File: src/rtl/rvsteel_debouncer.sv
// ---------------------------------------------------------------------------
// rvsteel_debouncer
//
// Multi-channel input conditioner for board top levels. Each raw pin goes
// through a two-flop synchroniser and a counter-based stability filter. The
// filter is clocked by a shared sample tick from a prescaler. An input must
// disagree with the debounced output for STABLE_TICKS consecutive ticks
// before the output follows it. Any single cycle of agreement restarts the
// count.
//
// Optional feature macro: RVSTEEL_DEBOUNCER_EDGE_EN
//   defined   : rise/fall are registered one-cycle edge pulses that coincide
//               with the first cycle dout shows its new value.
//   undefined : rise/fall are tied to 0 and no edge registers exist.
//
// Parameters:
//   CHANNELS     number of independent channels (>=1)
//   TICK_CYCLES  clock cycles per sample tick (>=1)
//   STABLE_TICKS consecutive disagreeing ticks needed to commit (>=1)
//   RESET_VALUE  reset value of synchronisers and dout
//
// Ports:
//   clock  in   single clock, rising edge
//   reset  in   synchronous, active-high
//   din    in   [CHANNELS] raw asynchronous pin levels
//   dout   out  [CHANNELS] debounced levels (registered)
//   rise   out  [CHANNELS] one-cycle pulse on dout 0->1
//   fall   out  [CHANNELS] one-cycle pulse on dout 1->0
//
// Per-channel state is implicit: IDLE when sync2 == dout, PENDING otherwise.
// The internal vector `pending` exposes that state for checkers.
// ---------------------------------------------------------------------------
module rvsteel_debouncer #(
  parameter int                  CHANNELS     = 3,
  parameter int                  TICK_CYCLES  = 50000,
  parameter int                  STABLE_TICKS = 10,
  parameter logic [CHANNELS-1:0] RESET_VALUE  = {CHANNELS{1'b0}}
) (
  input  logic                clock,
  input  logic                reset,
  input  logic [CHANNELS-1:0] din,
  output logic [CHANNELS-1:0] dout,
  output logic [CHANNELS-1:0] rise,
  output logic [CHANNELS-1:0] fall
);

  localparam int TICK_W = (TICK_CYCLES > 1) ? $clog2(TICK_CYCLES) : 1;
  localparam int STAB_W = $clog2(STABLE_TICKS + 1);

  localparam logic [TICK_W-1:0] TICK_LAST = TICK_W'(TICK_CYCLES - 1);
  localparam logic [STAB_W-1:0] STAB_LAST = STAB_W'(STABLE_TICKS - 1);

  // -------------------------------------------------------------------------
  // Two-flop synchroniser
  // -------------------------------------------------------------------------
  logic [CHANNELS-1:0] sync1;
  logic [CHANNELS-1:0] sync2;

  always_ff @(posedge clock) begin
    if (reset) begin
      sync1 <= RESET_VALUE;
      sync2 <= RESET_VALUE;
    end else begin
      sync1 <= din;
      sync2 <= sync1;
    end
  end

  // -------------------------------------------------------------------------
  // Shared prescaler. With TICK_CYCLES == 1 the count sits at 0, which equals
  // TICK_LAST, so tick is permanently high.
  // -------------------------------------------------------------------------
  logic [TICK_W-1:0] tick_cnt;
  logic              tick;

  assign tick = (tick_cnt == TICK_LAST);

  always_ff @(posedge clock) begin
    if (reset) begin
      tick_cnt <= '0;
    end else if (tick) begin
      tick_cnt <= '0;
    end else begin
      tick_cnt <= tick_cnt + TICK_W'(1);
    end
  end

  // -------------------------------------------------------------------------
  // Per-channel stability filter
  // -------------------------------------------------------------------------
  logic [CHANNELS-1:0] pending;   // per-channel state: 1 = PENDING, 0 = IDLE
  logic [CHANNELS-1:0] commit;    // dout takes sync2 on this edge
  logic [CHANNELS-1:0] dout_nxt;
  logic [STAB_W-1:0]   stab_cnt [CHANNELS];
  logic [STAB_W-1:0]   stab_nxt [CHANNELS];

  assign pending = sync2 ^ dout;

  // State register
  always_ff @(posedge clock) begin
    if (reset) begin
      dout <= RESET_VALUE;
      for (int i = 0; i < CHANNELS; i++) begin
        stab_cnt[i] <= '0;
      end
    end else begin
      dout <= dout_nxt;
      for (int i = 0; i < CHANNELS; i++) begin
        stab_cnt[i] <= stab_nxt[i];
      end
    end
  end

  // Next-state logic. Agreement clears the counter even on a tick, so a
  // single-cycle bounce back to the dout level restarts the full count.
  // The counter never goes past STAB_LAST, so it cannot wrap.
  always_comb begin
    commit = '0;
    for (int i = 0; i < CHANNELS; i++) begin
      stab_nxt[i] = stab_cnt[i];
      if (!pending[i]) begin
        stab_nxt[i] = '0;
      end else if (tick) begin
        if (stab_cnt[i] == STAB_LAST) begin
          commit[i]   = 1'b1;
          stab_nxt[i] = '0;
        end else begin
          stab_nxt[i] = stab_cnt[i] + STAB_W'(1);
        end
      end
    end
    dout_nxt = (dout & ~commit) | (sync2 & commit);
  end

  // -------------------------------------------------------------------------
  // Edge pulses. They are registered on the commit edge, so they line up
  // with the first cycle dout shows the new level. Reset forces sync2 and
  // dout to the same value, so no commit (and no pulse) can follow reset.
  // -------------------------------------------------------------------------
`ifdef RVSTEEL_DEBOUNCER_EDGE_EN
  logic [CHANNELS-1:0] rise_nxt;
  logic [CHANNELS-1:0] fall_nxt;

  // Output logic
  always_comb begin
    rise_nxt = commit & sync2;
    fall_nxt = commit & ~sync2;
  end

  always_ff @(posedge clock) begin
    if (reset) begin
      rise <= '0;
      fall <= '0;
    end else begin
      rise <= rise_nxt;
      fall <= fall_nxt;
    end
  end
`else
  assign rise = '0;
  assign fall = '0;
`endif

endmodule

File: config.mk
export PLATFORM = sky130hd
export DESIGN_NAME = rvsteel_debouncer
export DESIGN_NICKNAME = d
export VERILOG_FILES = /design/src/rtl/rvsteel_debouncer.sv
export SDC_FILE = /design/constraint.sdc
export NUM_CORES = 1
export LEC_CHECK = 0
export ABC_CLOCK_PERIOD_IN_PS = 1980
export CAP_MARGIN = 20
export CORE_MARGIN = 10
export CORE_UTILIZATION = 55
export CTS_BUF_LIST = sky130_fd_sc_hd__clkbuf_2
export DETAILED_ROUTE_END_ITERATION = 6
export GPL_ROUTABILITY_DRIVEN = 0
export PLACE_DENSITY = 0.76
export SYNTH_ARGS = -nofsm -noshare
export SYNTH_HDL_FRONTEND = slang
export SYNTH_SLANG_ARGS = --single-unit
File: constraint.sdc
create_clock -name clock -period 1.98 [get_ports clock]
set_input_delay 0.297 -clock clock [delete_from_list [all_inputs] [get_ports clock]]
set_output_delay 0.297 -clock clock [all_outputs]
set_load 0.01 [all_outputs]
==> impl_metrics.py <==
metrics = {
    "clocking": {
        "clock_sink_count": 37,
        "post_cts_buffers": 0,
        "cts_inserted_buffers": 5,
        "h-tree-depth": 2,
        "cts_root_buffer": "clkbuf_2",
        "clockBufferDepth": 2,
        "ctsResizeCount": 0,
        "cts_tree": "done",
        "path_clk_slew_ns": 0.17,
        "holdBufCountCts": 0,
        "clk_latency_ns": 0.39,
    },
    "worst_setup_path": {
        "crit_chain": "ha_1 > and4_1 > nand4_2 > or3_1 > a41oi_2",
        "critPathMaxFanout": 6,
        "cp.required_ns": 2.30,
        "crit_type": "flip-flop to flip-flop",
        "worst-path-buf-inv": 0,
        "cp_slowest_stage_delay_ns": 0.40,
        "cp_top_family": "simple AND/OR/NAND/NOR gates",
        "arrival_ns": 2.04,
        "end_kind": "flip-flop",
        "critPathLaunchType": "flip-flop",
        "slowest_stage": "or3_1",
    },
    "yosys": {
        "seq_area_frac_synth_pct": 42.71,
        "synth_area_per_cell_um2": 9.079,
        "synth-seq-cells": 37,
        "ys_types": 34,
        "syn_area_um2": 1734,
        "ys_warn_count": 0,
        "synth_cells": 191,
        "synthTopCellsByArea": "dfxtp_1 (43%), xnor2_1 (8.1%), nor2_1 (5.4%), buf_4 (3.5%), nand2_1 (3.0%)",
        "synth_top_area_share_pct": 42.71,
        "yosysTopAreaCell": "dfxtp_1",
    },
    "die": {
        "start_util_pct": 57.27,
        "coreArea_um2": 3028,
        "die_h_um": 76.15,
        "die_area_um2": 5799,
        "row_count": 20,
        "dieWidth_um": 76.15,
        "io_pins": 14,
    },
    "layout": {
        "area_delta_synth_final_pct": 8.441,
        "fin_nets": 207,
        "diodes": 0,
        "nFillCells": 253,
        "stdcell_area_um2": 1881,
        "drive_gt1_share_pct": 8.416,
    },
    "hold_path": {
        "hp-class": "input pin to flip-flop",
    },
    "place": {
        "place_hpwl_um": 2152,
        "placed_cell_area_um2": 1817,
        "io_buffers": 7,
    },
    "timing": {
        "hold_viol": 0,
        "fin_crit_ns": 1.713,
        "max_freq_mhz": 583.7,
        "fin_crit_sh_pct": 86.52,
        "final_max_slew_viol_count": 0,
        "fin_tns_setup_ns": 0,
        "skew_ns": 0.01539,
        "setup_violations": 0,
        "rsz0062_at_grt": "false",
    },
    "grt": {
        "grt_pass1_vias": 1251,
        "grt_max_degree": 16,
        "grt_pass1_wl_um": 5382,
        "antenna_found_initial": 0,
        "track_usage_pct": 10.99,
        "overflow": 0,
    },
    "pwr": {
        "leakagePower_nw": 0.6258,
        "irDropWorstVdd_uv": 416.5,
        "finalPower_mw": 1.265,
        "power_density_nw_per_um2": 672.6,
    },
    "status": {
        "outcome": "finished, final reports clean",
    },
    "route": {
        "drtAntennaViolNets": 0,
        "drcViolationCount": 0,
        "wl_um": 2928,
        "vias": 1268,
        "firstDrtPassIters": 4,
        "wire_per_inst_um": 11.90,
        "dr.first_iter.drc_count": 64,
        "vias_per_cell": 5.154,
    },
    "flow_run": {
        "drv_cap": 0,
    },
}
## layout by cell type (no fill, tap or decap), drive strengths merged, types with 2 or more instances in the layout
master         count
and4               4
inv                7
nand2b             7
nand4b             2
dfxtp             37
xor2               4
a21oi              6
nand2             14
nor4               6
nand4              7
buf                3
nor2b              8
nor3b              2
xnor2             16
or3                5
clkdlybuf4s50      7
mux2i              4
o21ai              3
clkbuf             6
nor3               5
a41oi              2
nand3              7
nor2              25
conb               6
## metrics by stage
step	util (%)	setup WS (ns)	cells	hold WS, ns
6_report	62.11	0.2669	246	0.4472
4_1_cts	62.11	0.2547	246	0.4428
3_5_place_dp	60.00	0.2871	238	0.4299
5_1_grt	62.11	0.1121	246	0.4243
2_1_floorplan	-	0.2899	196	0.4138
3_3_place_gp	60.00	0.3508	238	0.4202
## worst reg2reg max path: cells and delay by family, from the launching register on
family | cells | cell delay (ns)
AO/OA/AOI/OAI | 1 | 0.19
flip-flops | 1 | 0.39
AND/OR/NAND/NOR | 3 | 0.82
adder cells (fa/ha/maj) | 1 | 0.27
## sequential cells by signal, summed over array words and instances (netlist names), named ones only
register and cells:
tick_cnt 16, sync2 3, stab_cnt 12, sync1 3
## cell type report
class / count / area [µm²] / area share (%)
multi-input cells: 140 / 902.1 / 47.97
flip-flops and latches: 37 / 740.7 / 39.39
repair buffers: 10 / 92.59 / 4.923
well taps: 44 / 55.05 / 2.927
clock inverters: 2 / 33.78 / 1.796
clock buffers: 6 / 30.03 / 1.597
inverters: 7 / 26.28 / 1.397
## routing by layer
| layer | vias up | share of wire (%) | global-route usage (%) |
|---|---|---|---|
| met5 | - | 0 | 0 |
| met4 | 0 | 1.6 | 5.019 |
| met3 | 6 | 4.8 | 4.009 |
| met2 | 19 | 45 | 17.60 |
| met1 | 583 | 48 | 12.76 |
| li1 | 660 | - | - |
## cell usage after synthesis (all sizes together)
| cell | count |
|---|---|
| nand4b | 2 |
| nor4 | 6 |
| buf | 10 |
| xor2 | 4 |
| a21oi | 6 |
| a41oi | 2 |
| o41ai | 1 |
| and4b | 1 |
| nand4 | 7 |
| clkbuf | 2 |
| inv | 7 |
| xnor2 | 16 |
| nor2b | 8 |
| and3 | 1 |
| nand2 | 14 |
| o21ai | 3 |
| conb | 1 |
| mux2i | 4 |
| dfxtp | 37 |
| and4 | 4 |
| nand2b | 7 |
| nand3 | 7 |
| or3 | 5 |
| nor4bb | 1 |
| or2 | 1 |
| ha | 1 |
| a31oi | 1 |
| nor2 | 25 |
| nor3 | 5 |
| nor3b | 2 |
## kinds of logic after synthesis
kind of cell / synth area share [%]
adders and majority gates: 0.7214
xor gates and xnor gates: 10.10
muxes: 2.309
AOI/OAI and AO/OA: 5.339
buffers and inverters: 6.349
DFF: 42.71
and+or+nand+nor: 32.25
other: 0.2162
## power by group
group          switching (mW)  total (mW)  leakage (nW)  internal, mW
clock network           0.240       0.456        0.0406         0.216
logic                  0.0245      0.0457         0.285        0.0212
registers             0.00687       0.763         0.300         0.756
## path summary, 6_finish.rpt
path / slack [ns] / cells after the start / from / endpoint
worst min-delay path: 0.45 / 2 / din[0] / sync1[0]$_SDFF_PP0_
worst max register to register: 0.27 / 5 / tick_cnt[0]$_SDFF_PP0_ / stab_cnt[0][7]$_SDFFE_PP0N_
worst max-delay path: 0.27 / 5 / tick_cnt[0]$_SDFF_PP0_ / stab_cnt[0][7]$_SDFFE_PP0N_
worst min register to register: 0.46 / 1 / tick_cnt[0]$_SDFF_PP0_ / tick_cnt[0]$_SDFF_PP0_
Note: power is estimated with default switching activity, not from simulation.
